--- src/rtl/branch_resolver_pkg.sv ---
// Shared constants and encodings for the branch resolver and the benches
// that drive it.
package branch_resolver_pkg;

    localparam int WORD_SIZE = 16;

    // Two-bit branch history states of the downstream predictor.
    typedef enum logic [1:0] {
        SNT = 2'd0,
        WNT = 2'd1,
        WT  = 2'd2,
        ST  = 2'd3
    } bht_state_e;

endpackage

--- src/rtl/branch_resolver_sat_counter.sv ---
// Width-parameterised event counter that sticks at all-ones instead of
// wrapping, so statistics never roll back to small values.
module sat_counter #(
    parameter int W = 16
) (
    input  logic         clk,
    input  logic         reset,
    input  logic         inc,
    output logic [W-1:0] count
);

    localparam logic [W-1:0] ONE = {{(W-1){1'b0}}, 1'b1};
    localparam logic [W-1:0] MAX = {W{1'b1}};

    logic [W-1:0] count_r;

    // Count requested events, holding once the maximum is reached
    always_ff @(posedge clk or posedge reset) begin
        if (reset) begin
            count_r <= '0;
        end else if (inc && (count_r != MAX)) begin
            count_r <= count_r + ONE;
        end else begin
            count_r <= count_r;
        end
    end

    assign count = count_r;

endmodule

--- src/rtl/branch_resolver.sv ---
// IF/ID boundary branch resolver: latches the predictor's guess with each
// fetched PC, checks it against the real outcome in ID, redirects fetch in
// the same cycle on a mispredict and returns a registered one-cycle update
// to the predictor. Also keeps resolve/mispredict statistics.
module branch_resolver
    import branch_resolver_pkg::*;
#(
    parameter int WORD  = WORD_SIZE,
    parameter int CNT_W = 16
) (
    input  logic             clk,
    input  logic             reset,
    input  logic             if_valid,
    input  logic [WORD-1:0]  if_pc,
    input  logic             if_pred_taken,
    input  logic [WORD-1:0]  if_pred_target,
    input  logic             stall,
    input  logic             id_is_branch,
    input  logic             id_is_jump,
    input  logic             id_cond_taken,
    input  logic [WORD-1:0]  id_target,
    output logic             id_valid,
    output logic [WORD-1:0]  id_pc,
    output logic             redirect,
    output logic [WORD-1:0]  redirect_pc,
    output logic             upd_is_predict,
    output logic             upd_flush,
    output logic             upd_btb_write,
    output logic [WORD-1:0]  upd_pc,
    output logic [WORD-1:0]  upd_target,
    output logic [CNT_W-1:0] resolve_cnt,
    output logic [CNT_W-1:0] mispredict_cnt
);

    localparam logic [WORD-1:0] PC_STEP = {{(WORD-1){1'b0}}, 1'b1};

    // IF/ID pipeline register
    logic            id_valid_r;
    logic [WORD-1:0] id_pc_r;
    logic            pred_taken_r;
    logic [WORD-1:0] pred_target_r;

    // Predictor update register
    logic            upd_is_predict_r;
    logic            upd_flush_r;
    logic            upd_btb_write_r;
    logic [WORD-1:0] upd_pc_r;
    logic [WORD-1:0] upd_target_r;

    // Resolution terms
    logic            resolve_s;
    logic            ctrl_s;
    logic            actual_taken_s;
    logic            target_mismatch_s;
    logic            mispredict_s;
    logic            redirect_s;
    logic            btb_write_s;
    logic [WORD-1:0] fallthrough_s;
    logic [WORD-1:0] next_pc_s;

    // Compare the latched guess with the real outcome of the ID instruction
    always_comb begin
        resolve_s         = id_valid_r & ~stall;
        ctrl_s            = id_is_branch | id_is_jump;
        actual_taken_s    = id_is_jump | (id_is_branch & id_cond_taken);
        target_mismatch_s = (pred_target_r != id_target);
        fallthrough_s     = id_pc_r + PC_STEP;
        next_pc_s         = fallthrough_s;
        mispredict_s      = 1'b0;
        if (actual_taken_s) begin
            next_pc_s = id_target;
        end else begin
            next_pc_s = fallthrough_s;
        end
        if (ctrl_s) begin
            // Wrong direction, or right direction but wrong taken target
            mispredict_s = (pred_taken_r != actual_taken_s)
                         | (actual_taken_s & pred_taken_r & target_mismatch_s);
        end else begin
            // A taken guess on a non-control instruction is a BTB alias
            mispredict_s = pred_taken_r;
        end
        redirect_s  = resolve_s & mispredict_s;
        btb_write_s = resolve_s & ctrl_s & actual_taken_s
                    & (~pred_taken_r | target_mismatch_s);
    end

    // IF/ID register: a redirect kills the wrong-path fetch, stall holds
    always_ff @(posedge clk or posedge reset) begin
        if (reset) begin
            id_valid_r    <= 1'b0;
            id_pc_r       <= '0;
            pred_taken_r  <= 1'b0;
            pred_target_r <= '0;
        end else if (redirect_s) begin
            id_valid_r    <= 1'b0;
        end else if (stall) begin
            id_valid_r    <= id_valid_r;
        end else begin
            id_valid_r    <= if_valid;
            id_pc_r       <= if_pc;
            pred_taken_r  <= if_pred_taken;
            pred_target_r <= if_pred_target;
        end
    end

    // One-cycle predictor update; PC/target hold between control resolves
    always_ff @(posedge clk or posedge reset) begin
        if (reset) begin
            upd_is_predict_r <= 1'b0;
            upd_flush_r      <= 1'b0;
            upd_btb_write_r  <= 1'b0;
            upd_pc_r         <= '0;
            upd_target_r     <= '0;
        end else begin
            upd_is_predict_r <= resolve_s & ctrl_s;
            upd_flush_r      <= resolve_s & ctrl_s & mispredict_s;
            upd_btb_write_r  <= btb_write_s;
            if (resolve_s && ctrl_s) begin
                upd_pc_r     <= id_pc_r;
                upd_target_r <= id_target;
            end else begin
                upd_pc_r     <= upd_pc_r;
                upd_target_r <= upd_target_r;
            end
        end
    end

    sat_counter #(.W(CNT_W)) u_resolve_cnt (
        .clk   (clk),
        .reset (reset),
        .inc   (resolve_s & ctrl_s),
        .count (resolve_cnt)
    );

    sat_counter #(.W(CNT_W)) u_mispredict_cnt (
        .clk   (clk),
        .reset (reset),
        .inc   (redirect_s),
        .count (mispredict_cnt)
    );

    assign id_valid       = id_valid_r;
    assign id_pc          = id_pc_r;
    assign redirect       = redirect_s;
    assign redirect_pc    = next_pc_s;
    assign upd_is_predict = upd_is_predict_r;
    assign upd_flush      = upd_flush_r;
    assign upd_btb_write  = upd_btb_write_r;
    assign upd_pc         = upd_pc_r;
    assign upd_target     = upd_target_r;

endmodule
--- config.mk ---
export PLATFORM = sky130hd
export DESIGN_NAME = branch_resolver
export DESIGN_NICKNAME = d
export VERILOG_FILES = /design/src/rtl/branch_resolver_pkg.sv /design/src/rtl/branch_resolver_sat_counter.sv /design/src/rtl/branch_resolver.sv
export SDC_FILE = /design/constraint.sdc
export NUM_CORES = 1
export LEC_CHECK = 0
export CORE_MARGIN = 2
export CORE_UTILIZATION = 49
export DETAILED_ROUTE_END_ITERATION = 8
export GPL_TIMING_DRIVEN = 1
export PLACE_DENSITY = 0.85
export SYNTH_ARGS = -nofsm -noshare
export SYNTH_HDL_FRONTEND = slang
export SYNTH_SLANG_ARGS = --single-unit
export TNS_END_PERCENT = 1
--- constraint.sdc ---
create_clock -name clk -period 11 [get_ports clk]
set_clock_uncertainty 0.2 [all_clocks]
set_input_delay 2.2 -clock clk [delete_from_list [all_inputs] [get_ports clk]]
set_output_delay 2.2 -clock clk [all_outputs]
set_load 0.01 [all_outputs]
==> impl_metrics.yaml, run 1 <==
power_and_ir_drop:
  p_switching_mw: 0.337
  combPwrFrac_pct: 31.9
  power_density_nw_per_um2: 172
  switching_share_pct: 30.1
  p_int_mw: 0.784
  p_leak_nw: 2.68
  seqPwrFrac_pct: 45.3
  peakVddDrop_v: 0.0000990
  clkPwrFrac_pct: 22.9
timing:
  finalCriticalPeriod_ns: 7.05
  max-slew-margin-rel_pct: 27.1
  fin_ws_ns: 3.95
  period_share_pct: 64.1
  rsz0062_at_grt: "false"
  setup_viol: 0
  max_freq_mhz: 142
  tightest_slew_ns: 1.09
  hold_viol: 0
  drv_slew: 0
  finalSetupTns_ns: 0
clock_tree:
  cts.repair.resized: 0
  h-tree-depth: 3
  clock_sinks: 101
  root_buffer: "clkbuf_8"
  cts_setup_buffers: 0
  cts_tree: "done"
  clock_path_buffers: 2
  ctsHoldBuffers: 0
  clkSlewWorstSetupHoldPaths_ns: 0.09
  cts_buffers: 9
  worstSkewPairLatency_ns: 0.37
logic_synthesis:
  yosys.area_share.simple_pct: 11.4
  synth-adder-area-share_pct: 1.08
  synth_area_um2: 4630
  synth_xor_xnor_area_share_pct: 11.2
  ys_warn_count: 0
  ys_seq_elements: 101
  synth_cell_types: 31
  synth_compound_area_share_pct: 3.75
  synthCells: 381
  ys_seq_area_share_pct: 54.6
  synth_top_family_by_area: "multiplexers"
  muxShareOfSynthArea_pct: 16.3
  syn_nets: 441
  postSynthAreaPerCell_um2: 12.2
grt:
  grt_use_total_pct: 24.2
  grt_use_met1_pct: 31.3
  met2_usage_pct: 40.4
  grt_max_degree: 58
  use_met3_pct: 5.52
  grt_pass1_wl_um: 19000
  grt.overflow.total: 0
  grt_pass1_vias: 3711
  grt_busiest_layer: "met2"
  grt_antenna_before_repair: 0
critical_path:
  critPathLaunchType: "input port"
  worstPathMaxFanout: 32
  rr_worst_depth: 6
  endpoint_kind: "output pin"
  crit_type: "input port to output pin"
  crit_required_ns: 8.60
  arrival_ns: 4.65
cells_and_area:
  multi_input_area_um2: 2030
  fin_nets: 601
  antenna_cells: 0
  fill_cells: 660
  seq_area_um2: 2530
  final_area_um2: 6520
  drive_above_1_share_pct: 15.8
  final_core_util_pct: 70.9
  stdcell_count: 656
  area_delta_synth_final_pct: 40.8
job:
  cap_violations: 0
placement:
  placed_cells: 641
  place_ws_ns: 3.94
  post-dp-hpwl_um: 8840
  port_buffers: 156
  gp_congestion: 0.850
  placed_area_um2: 6310
floorplan:
  die_h_um: 101
  ioPinCount: 157
  initial_core_util_pct: 50.4
  placementRows: 35
  die_w_um: 101
  dieArea_um2: 10200
  core_area_um2: 9200
drt:
  drc: 0
  via_per_inst: 5.44
  firstDrtPassIters: 5
  wl_per_cell_um: 18.3
  drt_iter0_drc: 75
  ant_nets: 0
  routed_wl_um: 12000
  vias: 3571
outcome:
  status: "complete, no violations"
worst_hold_path:
  hp-class: "flop to flop"
  holdPathStages: 1
-- state kept, by name, summed over array words and instances, names as in the netlist --
name / cells
id_valid: 1
upd_target: 16
upd_is_predict: 1
u_mispredict_cnt.count: 16
pred_taken_r: 1
pred_target_r: 16
upd_flush: 1
upd_btb_write: 1
id_pc: 16
upd_pc: 16
u_resolve_cnt.count: 16
-- cell usage after synthesis --
cell | instances | area (um^2)
mux2_2 | 62 | 698
nor3_1 | 10 | 50.1
dfrtp_1 | 101 | 2530
o211a_1 | 1 | 10.0
or2_1 | 1 | 6.26
xor2_1 | 16 | 140
a21o_1 | 1 | 7.51
and2_1 | 1 | 6.26
o41a_1 | 1 | 11.3
nor4_1 | 3 | 18.8
clkbuf_1 | 7 | 26.3
nand2b_1 | 1 | 6.26
and3_1 | 6 | 37.5
and4_1 | 2 | 17.5
nand4_1 | 17 | 106
nor2_1 | 25 | 93.8
inv_1 | 6 | 22.5
nand2_1 | 19 | 71.3
o21ai_0 | 3 | 15.0
buf_6 | 3 | 33.8
a21oi_4 | 1 | 16.3
o211ai_1 | 1 | 7.51
o31ai_2 | 1 | 12.5
or3_1 | 1 | 6.26
nand3_1 | 20 | 100
ha_1 | 4 | 50.1
xnor2_1 | 43 | 377
or2_2 | 1 | 6.26
mux2_1 | 5 | 56.3
a22o_1 | 1 | 8.76
a21oi_1 | 17 | 85.1
-- cells in the final DEF, fill, tap and decap left out --
| cell type | instances |
|---|---|
| clkdlybuf4s50_1 | 156 |
| dfrtp_1 | 101 |
| mux2_2 | 62 |
| xnor2_1 | 43 |
| nor2_1 | 24 |
| nand3_1 | 20 |
| nand2_1 | 19 |
| nand4_1 | 17 |
| xor2_1 | 16 |
| a21oi_1 | 16 |
| nor3_1 | 10 |
| clkbuf_8 | 9 |
| and3_1 | 6 |
| mux2_1 | 5 |
| inv_1 | 5 |
| ha_1 | 4 |
| o21ai_0 | 3 |
| nor4_1 | 3 |
| buf_4 | 3 |
| and4_1 | 2 |
| bufinv_16 | 2 |
| clkinvlp_4 | 2 |
| o41a_1 | 1 |
| or2_2 | 1 |
| or2_1 | 1 |
| nand2b_1 | 1 |
| a21oi_4 | 1 |
| nor2_4 | 1 |
| o31ai_2 | 1 |
| or3_1 | 1 |
| o211ai_1 | 1 |
| o211a_1 | 1 |
| and2_1 | 1 |
| a21oi_2 | 1 |
| inv_4 | 1 |
| a21o_1 | 1 |
| a22o_1 | 1 |
| clkinv_4 | 1 |
| clkinv_2 | 1 |
-- per-layer routing --
layer  wire length, um  share of wire [%]  up-vias
met4               195                1.6        0
met3               854                7.1       18
met5                 0                  0        -
met2              5850                 49      137
met1              5100                 42     1757
li1                  -                  -     1659
-- critical path: stages --
cell             delay, ns
clkdlybuf4s50_1       0.46
a21oi_2               0.15
buf_4                 0.31
inv_1                 0.08
ha_1                  0.26
or2_2                 0.34
o21ai_0               0.30
inv_1                 0.07
clkdlybuf4s50_1       0.48
-- cells by family after synthesis --
family / after synthesis
XOR/XNOR: 59
AND/OR/NAND/NOR: 107
buffers and inverters: 16
multiplexers: 67
adder cells (fa/ha/maj): 4
flip-flops: 101
AO/OA/AOI/OAI: 27
-- power by group through the flow --
stage               Combinational [mW]  Clock, mW  Sequential (mW)
detailed placement               0.359          0            0.516
finish                           0.357      0.256            0.508
global route                     0.385      0.275            0.520
global placement                 0.351          0            0.510
CTS                              0.361      0.260            0.509
floorplan                        0.134          0            0.533
-- final cells by class --
type | instances | area share (%)
sequential | 101 | 38.8
multi-input combinational | 264 | 31.2
timing repair buffer | 159 | 24.3
tap | 111 | 2.13
clock buffer | 9 | 1.90
clock inverter | 6 | 1.36
inverter | 6 | 0.384
-- path summary, 6_finish.rpt --
check	startpoint	endpoint	slack [ns]
max	id_is_branch	redirect	3.95
min	u_resolve_cnt.count[5]$_DFFE_PP0P_	u_resolve_cnt.count[5]$_DFFE_PP0P_	0.30
max reg2reg	pred_target_r[6]$_DFFE_PP0P_	id_pc[10]$_DFFE_PP0P_	7.74
min reg2reg	u_resolve_cnt.count[5]$_DFFE_PP0P_	u_resolve_cnt.count[5]$_DFFE_PP0P_	0.30
max in group asynchronous	reset	id_pc[12]$_DFFE_PP0P_	7.41
min in group asynchronous	reset	u_resolve_cnt.count[10]$_DFFE_PP0P_	2.04
-- stage by stage --
step	total power [mW]	hold WS, ns
6_report	1.12	0.297
5_1_grt	1.18	0.329
4_1_cts	1.13	0.302
3_5_place_dp	0.875	0.286
3_3_place_gp	0.862	0.278
2_1_floorplan	0.667	0.269
Power figures use the tool's default switching activity.
==> run 2, diff against run 1 <==
Settings changed: CORE_UTILIZATION 49 to 46, PLACE_DENSITY 0.85 to 0.81.
Clock period 11 ns to 6.95 ns, I/O delays scaled along.
==> impl_metrics.yaml, run 2 (synthesis gave the netlist of run 1 again) <==
drt:
  via_per_inst: 5.22
  drt_iter0_drc: 118
  met3_length_um: 750
  met2_length_um: 5810
  wl_per_cell_um: 17.4
  top_layer: "met4"
  firstDrtPassIters: 4
  ant_nets: 0
  wl_met1_um: 5050
  routed_wl_um: 11800
  vias: 3542
  drc: 0
clock_tree:
  cts_setup_buffers: 0
  clkSlewWorstSetupHoldPaths_ns: 0.10
  clock_sinks: 101
  clock_path_buffers: 2
  cts_tree: "done"
  worstSkewPairLatency_ns: 0.36
  ctsHoldBuffers: 0
  h-tree-depth: 3
  cts.repair.resized: 0
  root_buffer: "clkbuf_8"
  cts_buffers: 9
floorplan:
  initial_core_util_pct: 47.4
  placementRows: 36
  die_w_um: 104
  core_area_um2: 9770
  ioPinCount: 157
  dieArea_um2: 10900
  die_h_um: 104
timing:
  tightest_slew_ns: 1.09
  finalCriticalPeriod_ns: 5.45
  drv_slew: 0
  rsz0062_at_grt: "false"
  hold_viol: 0
  max-slew-margin-rel_pct: 26.8
  period_share_pct: 78.5
  finalSetupTns_ns: 0
  max_freq_mhz: 183
  hold-worst-slack_ns: 0.303
  setup_viol: 0
power_and_ir_drop:
  clkPwrFrac_pct: 20.9
  switching_share_pct: 31.7
  p_leak_nw: 2.67
  combPwrFrac_pct: 32.5
  p_switching_mw: 0.548
  p_int_mw: 1.18
  total_power_mw: 1.73
  peakVddDrop_v: 0.000156
  power_density_nw_per_um2: 265
  seqPwrFrac_pct: 46.6
cells_and_area:
  drive_above_1_share_pct: 15.9
  layout_common_cells: "clkdlybuf4s50_1, dfrtp_1, mux2_2"
  layout_commonest_cell: "clkdlybuf4s50_1"
  fin_nets: 601
  antenna_cells: 0
  area_delta_synth_final_pct: 40.9
grt:
  grt_antenna_before_repair: 0
  grt_max_degree: 58
  grt_pass1_vias: 3729
  grt.overflow.total: 0
  grt_use_total_pct: 22.2
  grt_pass1_wl_um: 19100
placement:
  port_buffers: 156
  post-dp-hpwl_um: 8820
  gp_congestion: 0.838
outcome:
  status: "complete, no violations"
critical_path:
  cpMaxStageDelayCell: "clkdlybuf4s50_1"
  arrival_ns: 3.86
  endpoint_kind: "output pin"
  crit_type: "input port to output pin"
  critPathMaxStageDelay_ns: 0.48
  critPathLaunchType: "input port"
  path_delay_family: "buffers and inverters"
  crit_required_ns: 5.36
  crit_path_cell_trace: "clkdlybuf4s50_1, a21oi_2, buf_4, inv_1, ha_1, or2_2, o21ai_0, inv_1, clkdlybuf4s50_1"
  cp_num_buf_inv: 5
  worstPathMaxFanout: 32
job:
  cap_violations: 0
worst_hold_path:
  hp-class: "flop to flop"
run 2: cell types whose count changed in the layout (fill, tap and decap cells not counted), sizes merged:
cell and delta:
inv +4, clkinv -1, bufinv -2
run 2: path summary, 6_finish.rpt:
path	start	end	cells past startpoint	slack (ns)
setup / recovery	id_is_branch	redirect	9	1.50
hold / removal	u_resolve_cnt.count[5]$_DFFE_PP0P_	u_resolve_cnt.count[5]$_DFFE_PP0P_	1	0.30
setup reg to reg	pred_target_r[14]$_DFFE_PP0P_	pred_target_r[14]$_DFFE_PP0P_	6	3.71
hold reg to reg	u_resolve_cnt.count[5]$_DFFE_PP0P_	u_resolve_cnt.count[5]$_DFFE_PP0P_	1	0.30
max in group asynchronous	reset	u_mispredict_cnt.count[10]$_DFFE_PP0P_	3	4.16
min in group asynchronous	reset	u_resolve_cnt.count[9]$_DFFE_PP0P_	2	1.23
run 2: layer usage:
layer / GRT usage, % / vias to the layer above
li1: - / 1653
met1: 28.1 / 1750
met2: 37.7 / 124
met3: 5.26 / 15
met4: 7.05 / 0
met5: 0 / -
run 2: worst register-to-register path: cells and delay by family (launching register included):
kind / cells / cell delay (ns)
XOR/XNOR: 1 / 0.15
AO/OA/AOI/OAI: 2 / 1.41
AND/OR/NAND/NOR: 2 / 0.52
multiplexers: 1 / 0.44
flip-flops: 1 / 0.41
run 2: layout make-up:
cell class,count,area (um^2)
flip-flops and latches,101,2530
multi-input cells,264,2030
fillers,777,3250
clock inverters,7,66.3
repair buffers,159,1580
inverters,6,25.0
well taps,133,166
clock buffers,9,124
run 2: per-stage QoR:
step	std cells	instance area, um^2	utilization [%]	setup WS [ns]
after floorplan	381	4630	-	2.40
after global placement	663	6340	64.8	1.52
after detailed placement	663	6340	64.8	1.50
after CTS	679	6530	66.8	1.49
after global routing	679	6530	66.8	1.37
final	679	6530	66.8	1.50
run 2: power by group through the flow:
stage                     combinational (mW)  sequential (mW)  clock [mW]
final                                  0.562            0.804       0.361
after global routing                   0.603            0.825       0.396
after CTS                              0.568            0.806       0.371
after detailed placement               0.565            0.817           0
after global placement                 0.555            0.809           0
after floorplan                        0.213            0.843           0
==> run 3, diff against run 2 <==
Settings changed: CORE_UTILIZATION 46 to 41, PLACE_DENSITY 0.81 to 0.76.
Clock period 6.95 ns to 4.5 ns, I/O delays scaled along.
==> impl_metrics.yaml, run 3 (synthesis gave the netlist of run 1 again) <==
outcome:
  status: "complete, no violations"
drt:
  routed_wl_um: 12300
  firstDrtPassIters: 4
  via_per_inst: 5.20
  ant_nets: 0
  vias: 3585
  drc: 0
  wl_per_cell_um: 17.8
  drt_iter0_drc: 155
cells_and_area:
  antenna_cells: 0
  layout_common_cells: "clkdlybuf4s50_1, dfrtp_1, mux2_2"
  area_delta_synth_final_pct: 44.2
  drive_above_1_share_pct: 16.4
  final_core_util_pct: 61.1
  layout_commonest_cell: "clkdlybuf4s50_1"
  final_area_um2: 6680
  fin_nets: 605
clock_tree:
  cts_setup_buffers: 0
  root_buffer: "clkbuf_16"
  clock_path_buffers: 2
  cts_tree: "done"
  h-tree-depth: 3
  clkSlewWorstSetupHoldPaths_ns: 0.07
  ctsHoldBuffers: 0
  worstSkewPairLatency_ns: 0.34
  clock_sinks: 101
  cts_buffers: 9
  cts.repair.resized: 0
critical_path:
  crit_path_cell_trace: "clkdlybuf4s50_1, xnor2_1, nand4_1, o41a_1, o21ai_0, inv_1, clkdlybuf4s50_1"
  critPathMaxStageDelay_ns: 0.54
  critPathLaunchType: "input port"
  crit_type: "input port to output pin"
  crit_required_ns: 3.40
  endpoint_kind: "output pin"
  cpMostUsedCell: "clkdlybuf4s50_1"
  worstPathMaxFanout: 5
  cpMaxStageDelayCell: "o41a_1"
  arrival_ns: 3.15
timing:
  rsz0062_at_grt: "false"
  setup_viol: 0
  hold_viol: 0
  finalSetupTns_ns: 0
  tightest_slew_ns: 0.645
  period_share_pct: 94.6
  max_freq_mhz: 235
  finalCriticalPeriod_ns: 4.25
  drv_slew: 0
  max-slew-margin-rel_pct: 56.8
floorplan:
  ioPinCount: 157
  initial_core_util_pct: 42.4
  placementRows: 38
  die_h_um: 110
  die_w_um: 110
  dieArea_um2: 12200
  core_area_um2: 10900
power_and_ir_drop:
  switching_share_pct: 29.2
  seqPwrFrac_pct: 42.8
  p_int_mw: 2.06
  p_leak_nw: 2.74
  p_switching_mw: 0.848
  clkPwrFrac_pct: 27.0
  power_density_nw_per_um2: 435
  combPwrFrac_pct: 30.2
  peakVddDrop_v: 0.000239
placement:
  port_buffers: 156
  post-dp-hpwl_um: 9220
  placed_area_um2: 6370
  gp_congestion: 0.796
grt:
  grt_pass1_vias: 3641
  grt_antenna_before_repair: 0
  grt_use_total_pct: 20.5
  grt_max_degree: 43
  grt_pass1_wl_um: 18700
  grt.overflow.total: 0
worst_hold_path:
  hp-class: "flop to flop"
job:
  cap_violations: 0
run 3: changes by cell type in the layout (fill, tap and decap cells not counted), sizes merged:
cell / previous run / this run
buf: 3 / 7
bufinv: 0 / 1
clkbuf: 9 / 11
clkinv: 1 / 3
clkinvlp: 2 / 1
inv: 10 / 6
run 3: cell type report:
| cell class | instances | area, um^2 |
|---|---|---|
| clock buffer | 11 | 243 |
| clock inverter | 5 | 60.1 |
| fill | 947 | 4260 |
| inverter | 6 | 25.0 |
| multi-input combinational | 264 | 2030 |
| sequential | 101 | 2530 |
| tap | 140 | 175 |
| timing repair buffer | 163 | 1610 |
run 3: power by group through the flow:
stage | Combinational (mW) | Clock (mW) | Sequential, mW
2_1_floorplan | 0.328 | 0 | 1.30
3_3_place_gp | 0.869 | 0 | 1.25
3_5_place_dp | 0.885 | 0 | 1.26
4_1_cts | 0.890 | 0.799 | 1.25
5_1_grt | 0.951 | 0.840 | 1.27
6_report | 0.879 | 0.784 | 1.24
run 3: through the flow:
step	std cells	hold slack, ns	total power, mW	setup slack (ns)
finish	690	0.298	2.91	0.245
global route	690	0.315	3.06	0.127
CTS	690	0.300	2.94	0.273
detailed placement	674	0.290	2.15	0.280
global placement	674	0.280	2.12	0.277
floorplan	381	0.269	1.63	0.753
run 3: final timing paths:
path	cells past startpoint	startpoint	slack [ns]	to
worst max-delay path	7	id_target[14]	0.25	redirect
worst min-delay path	1	u_resolve_cnt.count[7]$_DFFE_PP0P_	0.30	u_resolve_cnt.count[7]$_DFFE_PP0P_
worst max register to register	7	pred_target_r[14]$_DFFE_PP0P_	1.69	pred_target_r[6]$_DFFE_PP0P_
worst min register to register	1	u_resolve_cnt.count[7]$_DFFE_PP0P_	0.30	u_resolve_cnt.count[7]$_DFFE_PP0P_
max in group asynchronous	3	reset	2.53	u_resolve_cnt.count[10]$_DFFE_PP0P_
min in group asynchronous	2	reset	0.77	upd_pc[13]$_DFFE_PP0P_
run 3: metal layers:
metal  part of all wire, %  track usage, %  vias up
met1                    42            24.8     1771
met3                   7.9            4.88       16
li1                      -               -     1680
met4                   1.5            6.79        0
met2                    49            35.8      118
met5                     0               0        -
run 3: worst max-delay path, delay by kind of cell:
family	cells	cell delay, ns
AND/OR/NAND/NOR	1	0.18
XOR/XNOR	1	0.27
buffers and inverters	3	1.01
AO/OA/AOI/OAI	2	0.80
